<file path="src/rtl/timer_ctrl.sv">
// timer_ctrl: prescaled up-counter timer with one-shot/periodic modes,
// one-cycle tick on expiry and a sticky interrupt flag.
module timer_ctrl #(
  parameter int WIDTH     = 8,
  parameter int PSC_WIDTH = 8
) (
  input  logic                 clk,
  input  logic                 rst,
  input  logic                 start,
  input  logic                 stop,
  input  logic                 mode,
  input  logic [WIDTH-1:0]     period,
  input  logic [PSC_WIDTH-1:0] prescale,
  input  logic                 irq_clr,
  output logic                 busy,
  output logic [WIDTH-1:0]     cnt,
  output logic                 tick,
  output logic                 irq
);

  typedef enum logic [1:0] {
    IDLE = 2'd0,
    RUN  = 2'd1,
    DONE = 2'd2
  } state_t;

  state_t               state_q, state_d;
  logic [WIDTH-1:0]     cnt_q, cnt_d;
  logic [PSC_WIDTH-1:0] psc_q, psc_d;
  logic [WIDTH-1:0]     per_q, per_d;
  logic [PSC_WIDTH-1:0] pre_q, pre_d;
  logic                 mode_q, mode_d;
  logic                 busy_q, busy_d;
  logic                 tick_q, tick_d;
  logic                 irq_q, irq_d;

  logic                 run;
  logic                 step;
  logic                 at_end;
  logic                 expire;

  // Counting qualifiers: a step happens when the prescaler wraps,
  // and an expiry when that step lands on the terminal count.
  always_comb begin
    run    = (state_q == RUN);
    step   = run && (psc_q == pre_q);
    at_end = (cnt_q == per_q);
    expire = step && at_end;
  end

  // Next-state: stop beats start, start beats counting.
  always_comb begin
    state_d = state_q;
    cnt_d   = cnt_q;
    psc_d   = psc_q;
    per_d   = per_q;
    pre_d   = pre_q;
    mode_d  = mode_q;
    tick_d  = 1'b0;
    irq_d   = irq_q & ~irq_clr;
    if (stop) begin
      if (run) begin
        state_d = IDLE;
      end
    end else if (start) begin
      per_d   = period;
      pre_d   = prescale;
      mode_d  = mode;
      cnt_d   = '0;
      psc_d   = '0;
      state_d = RUN;
    end else if (run) begin
      if (step) begin
        psc_d = '0;
        if (expire) begin
          tick_d = 1'b1;
          irq_d  = 1'b1;
          unique case (1'b1)
            mode_q:  cnt_d   = '0;
            !mode_q: state_d = DONE;
          endcase
        end else begin
          cnt_d = cnt_q + WIDTH'(1);
        end
      end else begin
        psc_d = psc_q + PSC_WIDTH'(1);
      end
    end
    busy_d = (state_d == RUN);
  end

  // State and registered outputs; rst clears everything at once.
  always_ff @(posedge clk or posedge rst) begin
    if (rst) begin
      state_q <= IDLE;
      cnt_q   <= '0;
      psc_q   <= '0;
      per_q   <= '0;
      pre_q   <= '0;
      mode_q  <= 1'b0;
      busy_q  <= 1'b0;
      tick_q  <= 1'b0;
      irq_q   <= 1'b0;
    end else begin
      state_q <= state_d;
      cnt_q   <= cnt_d;
      psc_q   <= psc_d;
      per_q   <= per_d;
      pre_q   <= pre_d;
      mode_q  <= mode_d;
      busy_q  <= busy_d;
      tick_q  <= tick_d;
      irq_q   <= irq_d;
    end
  end

  assign busy = busy_q;
  assign cnt  = cnt_q;
  assign tick = tick_q;
  assign irq  = irq_q;

endmodule

</file>
<file path="config.mk">
export PLATFORM = sky130hd
export DESIGN_NAME = timer_ctrl
export DESIGN_NICKNAME = d
export VERILOG_FILES = /design/src/rtl/timer_ctrl.sv
export SDC_FILE = /design/constraint.sdc
export NUM_CORES = 1
export LEC_CHECK = 0
export BUFFER_PORTS_ARGS = -buffer_cell sky130_fd_sc_hd__buf_2
export CAP_MARGIN = 5
export CORE_MARGIN = 1
export CORE_UTILIZATION = 50
export DETAILED_ROUTE_END_ITERATION = 8
export GPL_TIMING_DRIVEN = 0
export PLACE_DENSITY = 0.73
export SLEW_MARGIN = 25
export SYNTH_ARGS = -nofsm -noshare
export SYNTH_HDL_FRONTEND = slang
export SYNTH_SLANG_ARGS = --single-unit
</file>
<file path="constraint.sdc">
create_clock -name clk -period 2.3 [get_ports clk]
set_input_delay 0.69 -clock clk [delete_from_list [all_inputs] [get_ports clk]]
set_output_delay 0.69 -clock clk [all_outputs]
set_load 0.03 [all_outputs]
</file>
Word-level counts from Yosys, hierarchy flattened
Index checks and enable logic that the tools add are counted.
{"block": "totals", "regBits": 38, "in_bits": 22, "elab_cells": 51, "out_inout_bits": 11}
{"block": "op_classes", "n_eq_ne": 5, "n_reduce_logical": 7, "n_mux": 25, "add_sub_neg": 2, "bitwise": 3}
{"op": "$mux 8", "n": 8}
{"op": "$add 8x1->8 const B", "n": 2}
{"op": "$eq 8x8->1", "n": 2}
{"op": "$mux 2", "n": 7}
{"op": "$mux 1", "n": 10}
{"op": "$eq 2x1->1 const B", "n": 2}
{"op": "$reduce_and 2->1", "n": 2}
{"op": "$reduce_and 4->1", "n": 1}
{"op": "$reduce_bool 2->1", "n": 2}
{"op": "$ne 3x3->1 const B", "n": 1}
{"op": "$logic_and 1x1->1", "n": 2}
{"op": "$not 1->1", "n": 2}
{"op": "$and 1x1->1", "n": 1}

Depth between registers and ports, before layout
{"block": "logic_depth", "ltp_word": 9, "ltp_mapped": 7, "mapped_depth_nobuf": 6}

Worst setup path before layout
OpenSTA, ideal clock, no wires.
{"block": "synth_path", "kind": "input to register", "startpoint": "input port start", "endpoint": "register pre_q[0]", "setup_ns": 0.125, "slack_ns": 0.110, "cell_stages": 5, "path_buffers": 2, "t_arrival_ns": 2.065, "t_required_ns": 2.175, "cell_sequence": "buf_2 -> inv_1 -> nor2_1 -> buf_2 -> mux2_2"}
{"block": "synth_via", "elab_chain_len": 1}
{"element": "start, declared", "line_no": "9", "rtl": "input logic start,"}
{"element": "$reduce_and 2->1 (no line)"}
{"element": "end signal, assigned", "line_no": "109", "rtl": "pre_q <= pre_d;"}
{"element": "end, declared", "line_no": "31", "rtl": "logic [PSC_WIDTH-1:0] pre_q, pre_d;"}
No other way between the ends.
A chain may end at the register's enable or synchronous reset.

Final worst setup path
{"block": "layout_path", "startpoint": "register psc_q[1]", "endpoint": "register cnt_q[5], in the netlist cnt[5]"}
{"block": "layout_via", "elab_chain_len": 7, "elab_cells_between_ends": 10}
{"element": "start, declared", "line_no": "29", "rtl": "logic [PSC_WIDTH-1:0] psc_q, psc_d;"}
{"element": "start signal, assigned", "line_no": "107", "rtl": "psc_q <= psc_d;"}
{"element": "$eq 8x8->1 (*)", "line_no": "46", "rtl": "step = run && (psc_q == pre_q);"}
{"element": "$logic_and 1x1->1 (*)", "line_no": "46"}
{"element": "$logic_and 1x1->1", "line_no": "48", "rtl": "expire = step && at_end;"}
{"element": "$mux 8", "line_no": "75", "rtl": "if (expire) begin"}
{"element": "$mux 8", "line_no": "73", "rtl": "if (step) begin"}
{"element": "$mux 8", "line_no": "72", "rtl": "end else if (run) begin"}
{"element": "$mux 8", "line_no": "65", "rtl": "end else if (start) begin"}
{"element": "end signal, assigned", "line_no": "106", "rtl": "cnt_q <= cnt_d;"}
{"element": "end, declared", "line_no": "28", "rtl": "logic [WIDTH-1:0] cnt_q, cnt_d;"}
Every way passes the cells marked *; elsewhere a longest branch is shown, timed or not. The select of a mux whose other input is x is not followed.

==> impl_metrics.xml <==
<?xml version="1.0" encoding="UTF-8"?>
<metrics>
  <group name="setup_path">
    <metric name="worstSetupStartpointType" unit="">register</metric>
    <metric name="stage_delay_of_the_slowest_cell_on_the_critical_path" unit="ns">0.45</metric>
    <metric name="critPathMaxFanout" unit="">7</metric>
    <metric name="critical_path_class" unit="">register to register</metric>
    <metric name="crit-reg2reg-capture" unit="">cnt[5]</metric>
    <metric name="critPathArrivalTime" unit="ns">2.31</metric>
    <metric name="path_delay_family" unit="">simple AND/OR/NAND/NOR gates</metric>
    <metric name="r2r_slack" unit="ns">0.20</metric>
    <metric name="timing.critical_path.to_type" unit="">register</metric>
    <metric name="r2r-start" unit="">psc_q[1]</metric>
    <metric name="worstPathRequired" unit="ns">2.51</metric>
    <metric name="worst_setup_path_endpoint" unit="">cnt[5]</metric>
    <metric name="rr_worst_depth" unit="">6</metric>
    <metric name="timing.critical_path.slowest_stage_cell" unit="">sky130_fd_sc_hd__dfrtp_1</metric>
    <metric name="critical_path.n_buffers_inverters" unit="">0</metric>
    <metric name="timing.critical_path.cells" unit="">xnor2_1 &gt; nand3_1 &gt; nor4_4 &gt; o2111ai_2 &gt; or3_1 &gt; o21ai_0</metric>
    <metric name="total_number_of_cells_along_the_worst_setup_path" unit="">6</metric>
    <metric name="critical_path.startpoint" unit="">psc_q[1]</metric>
  </group>
  <group name="min_path">
    <metric name="hold_path_startpoint" unit="">irq</metric>
    <metric name="holdCritPathClass" unit="">register to register</metric>
  </group>
  <group name="cts">
    <metric name="htree_levels" unit="">2</metric>
    <metric name="clockRootBuffer" unit="">sky130_fd_sc_hd__clkbuf_8</metric>
    <metric name="worst_setup_hold_path_clk_slew" unit="ns">0.07</metric>
    <metric name="cts_made_buffers" unit="">5</metric>
    <metric name="cts_hold_buf" unit="">0</metric>
    <metric name="worst_skew_pair.late_latency" unit="ns">0.29</metric>
    <metric name="clkSinkCount" unit="">38</metric>
    <metric name="ctsLongestPathBuffers" unit="">2</metric>
    <metric name="cts_tree" unit="">done</metric>
  </group>
  <group name="sta">
    <metric name="timing.final.hold_violations" unit="">0</metric>
    <metric name="setup-violations-final" unit="">0</metric>
    <metric name="final.min_clock_period" unit="ns">2.10</metric>
    <metric name="final_max_slew_viol_count" unit="">0</metric>
    <metric name="tns" unit="ns">0</metric>
    <metric name="actual_transition_at_the_worst_max_transition_pin" unit="ns">0.887</metric>
    <metric name="maxClockFrequency" unit="MHz">475</metric>
    <metric name="finalClockSkew" unit="ns">0.00887</metric>
    <metric name="max_transition_margin" unit="">0.402</metric>
    <metric name="setup_repair_after_global_routing_missed_its_margin" unit="">no</metric>
    <metric name="final.period_utilization" unit="">0.914</metric>
    <metric name="hold_slack" unit="ns">0.484</metric>
  </group>
  <group name="yosys">
    <metric name="post_synth_instance_area" unit="um^2">1880</metric>
    <metric name="yosys_most_used_dff" unit="">sky130_fd_sc_hd__dfrtp_1</metric>
    <metric name="synth.ff_latch_count" unit="">38</metric>
    <metric name="netlist-cell-type-count" unit="">31</metric>
    <metric name="synth_top_family_by_area" unit="">simple AND/OR/NAND/NOR gates</metric>
    <metric name="synth_adder_area_share" unit="">0.0133</metric>
    <metric name="synthArstFlopShare" unit="">1.00</metric>
    <metric name="yosys_warnings" unit="">0</metric>
    <metric name="netlist.top_cell.by_area" unit="">sky130_fd_sc_hd__dfrtp_1</metric>
    <metric name="synth-edff-count" unit="">0</metric>
    <metric name="ys_top_cells_by_area" unit="">sky130_fd_sc_hd__dfrtp_1 51%, sky130_fd_sc_hd__mux2_2 9.6%, sky130_fd_sc_hd__xnor2_1 9.3%</metric>
    <metric name="most_used_standard_cell_by_instance_count_after_synthesis" unit="">sky130_fd_sc_hd__dfrtp_1</metric>
    <metric name="yosys-mux-area-fraction" unit="">0.0957</metric>
    <metric name="post_synth_xor_area_fraction" unit="">0.112</metric>
    <metric name="synth.net_count" unit="">194</metric>
    <metric name="synth_top_area_frac" unit="">0.505</metric>
    <metric name="synth.avg_cell_area" unit="um^2">11.1</metric>
    <metric name="synth_simple_gate_area_frac" unit="">0.152</metric>
    <metric name="yosysSeqAreaShare" unit="">0.505</metric>
    <metric name="synth.top_cells.by_count" unit="">38 x sky130_fd_sc_hd__dfrtp_1, 20 x sky130_fd_sc_hd__xnor2_1, 17 x sky130_fd_sc_hd__nand2_1, 16 x sky130_fd_sc_hd__mux2_2, 13 x sky130_fd_sc_hd__nor2_1</metric>
    <metric name="synth_compound_area_frac" unit="">0.0971</metric>
    <metric name="netlist_instances" unit="">170</metric>
  </group>
  <group name="die">
    <metric name="die_width" unit="um">63.4</metric>
    <metric name="design.core.area" unit="um^2">3470</metric>
    <metric name="floorplan.die_area" unit="um^2">4010</metric>
    <metric name="initial_utilization" unit="">0.543</metric>
    <metric name="std_cell_rows" unit="">21</metric>
    <metric name="design.portCount" unit="">33</metric>
    <metric name="die_h" unit="um">63.4</metric>
  </group>
  <group name="route">
    <metric name="via_count" unit="">1385</metric>
    <metric name="postRouteAntennaNets" unit="">0</metric>
    <metric name="detail_route.vias_per_cell" unit="">5.41</metric>
    <metric name="routed_wl" unit="um">3750</metric>
    <metric name="first_pass_iters" unit="">4</metric>
    <metric name="total_drc_errors_in_the_routed_layout" unit="">0</metric>
    <metric name="routedWlPerCell" unit="um">14.7</metric>
    <metric name="drt_iter0_drc" unit="">77</metric>
  </group>
  <group name="place">
    <metric name="hpwlAfterDp" unit="um">2790</metric>
    <metric name="gpl.final_weighted_congestion" unit="">0.804</metric>
    <metric name="numPortBuffers" unit="">30</metric>
  </group>
  <group name="job">
    <metric name="timing.max_cap.violations" unit="">0</metric>
  </group>
  <group name="power">
    <metric name="power.static_leakage" unit="nW">1.01</metric>
    <metric name="power_density" unit="nW/um^2">671</metric>
    <metric name="max-vdd-ir-drop" unit="mV">0.483</metric>
  </group>
  <group name="global_routing">
    <metric name="groute.usage.overall" unit="">0.214</metric>
    <metric name="wire_length_of_the_first_global_routing_pass" unit="um">6660</metric>
    <metric name="grt.overflow.total" unit="">0</metric>
    <metric name="initial_antenna_violation_count" unit="">0</metric>
    <metric name="number_of_global_route_vias_before_repair" unit="">1458</metric>
    <metric name="grt_max_degree" unit="">39</metric>
  </group>
  <group name="final_layout">
    <metric name="post_route_cells_drive_above_1_share" unit="">0.305</metric>
    <metric name="fill_cells" unit="">311</metric>
    <metric name="final_nets" unit="">233</metric>
    <metric name="areaGrowthSynthToFinish" unit="%">16.8</metric>
    <metric name="num_antenna_cells" unit="">0</metric>
  </group>
  <group name="run_status">
    <metric name="run_status" unit="">finished clean</metric>
  </group>
</metrics>
repair_timing:
item	CTS	global route
gates resized for setup	0	1
hold endpoints to repair	0	0
setup buffers	0	2
setup endpoints to repair	0	12
stage by stage:
step / utilization / total power, mW / worst slack, ns / instances / area (um^2)
after floorplan: - / 0.956 / 0.110 / 170 / 1880
after global placement: 0.602 / 1.01 / -0.205 / 246 / 2090
after detailed placement: 0.602 / 1.02 / -0.269 / 246 / 2090
after CTS: 0.629 / 1.49 / 0.0240 / 254 / 2180
after global routing: 0.634 / 1.55 / 0.0639 / 256 / 2200
final: 0.634 / 1.48 / 0.197 / 256 / 2200
how the worst min path moves through the flow:
stage,endpoint,cells past startpoint,slack [ns]
floorplan,state_q[0],2,0.47
global placement,irq,1,0.46
detailed placement,irq,1,0.48
CTS,irq,1,0.50
global route,irq,1,0.51
finish,irq,1,0.48
cell families after synthesis:
kind of cell | count (synthesis)
AO/OA/AOI/OAI | 24
XOR/XNOR | 24
adder cells (fa/ha/maj) | 2
buffers and inverters | 12
flip-flops | 38
multiplexers | 16
AND/OR/NAND/NOR | 54
placed cells by master, fill, tap and decap left out:
cell type,n
sky130_fd_sc_hd__o21ai_0,11
sky130_fd_sc_hd__o41ai_4,1
sky130_fd_sc_hd__nor2_1,12
sky130_fd_sc_hd__nor3_1,2
sky130_fd_sc_hd__a31oi_1,3
sky130_fd_sc_hd__and3_1,2
sky130_fd_sc_hd__o2111ai_2,1
sky130_fd_sc_hd__inv_1,8
sky130_fd_sc_hd__nor2b_4,1
sky130_fd_sc_hd__buf_4,2
sky130_fd_sc_hd__nand4_1,5
sky130_fd_sc_hd__nand3_1,5
sky130_fd_sc_hd__o2111a_1,1
sky130_fd_sc_hd__nor4_1,1
sky130_fd_sc_hd__inv_2,1
sky130_fd_sc_hd__a41oi_1,1
sky130_fd_sc_hd__dfrtp_1,38
sky130_fd_sc_hd__clkbuf_8,6
sky130_fd_sc_hd__nor2b_1,1
sky130_fd_sc_hd__a21o_1,2
sky130_fd_sc_hd__ha_1,2
sky130_fd_sc_hd__nand4b_1,2
sky130_fd_sc_hd__a21oi_1,3
sky130_fd_sc_hd__mux2_2,16
sky130_fd_sc_hd__clkinv_2,1
sky130_fd_sc_hd__nand3b_1,1
sky130_fd_sc_hd__nand2_1,17
sky130_fd_sc_hd__and4_1,1
sky130_fd_sc_hd__nor2_2,1
sky130_fd_sc_hd__nor4_4,1
sky130_fd_sc_hd__or3_1,2
sky130_fd_sc_hd__xnor2_1,20
sky130_fd_sc_hd__xor2_1,4
sky130_fd_sc_hd__clkbuf_1,2
sky130_fd_sc_hd__o41ai_2,1
sky130_fd_sc_hd__buf_2,32
registers in the layout, summed over array words and instances (netlist names):
register / cells
per_q: 8
mode_q: 1
irq: 1
state_q: 2
cnt: 8
busy: 1
psc_q: 8
tick: 1
pre_q: 8
final cells by class:
type | count | area (um^2) | share of cell area
Sequential cell | 38 | 951 | 0.433
Multi-Input combinational cell | 120 | 886 | 0.403
Timing Repair Buffer | 32 | 165 | 0.0751
Clock buffer | 7 | 86.3 | 0.0393
Tap cell | 46 | 57.6 | 0.0262
Inverter | 9 | 33.8 | 0.0154
Buffer | 3 | 13.8 | 0.00626
Clock inverter | 1 | 5.00 | 0.00228
routing by layer:
layer  wire [um]  track usage  up-vias  part of all wire
met5           0            0        -                 0
li1            -            -      667                 -
met2        1860        0.350       34              0.50
met4          30       0.0597        0            0.0080
met3         172       0.0688        4             0.046
met1        1690        0.272      680              0.45
where the power goes:
part / switching (mW) / total [mW] / leakage, nW / internal (mW)
clock: 0.222 / 0.464 / 0.0482 / 0.242
combinational: 0.118 / 0.230 / 0.475 / 0.112
sequential: 0.0559 / 0.782 / 0.488 / 0.726
(Power assumes the default switching activity.)
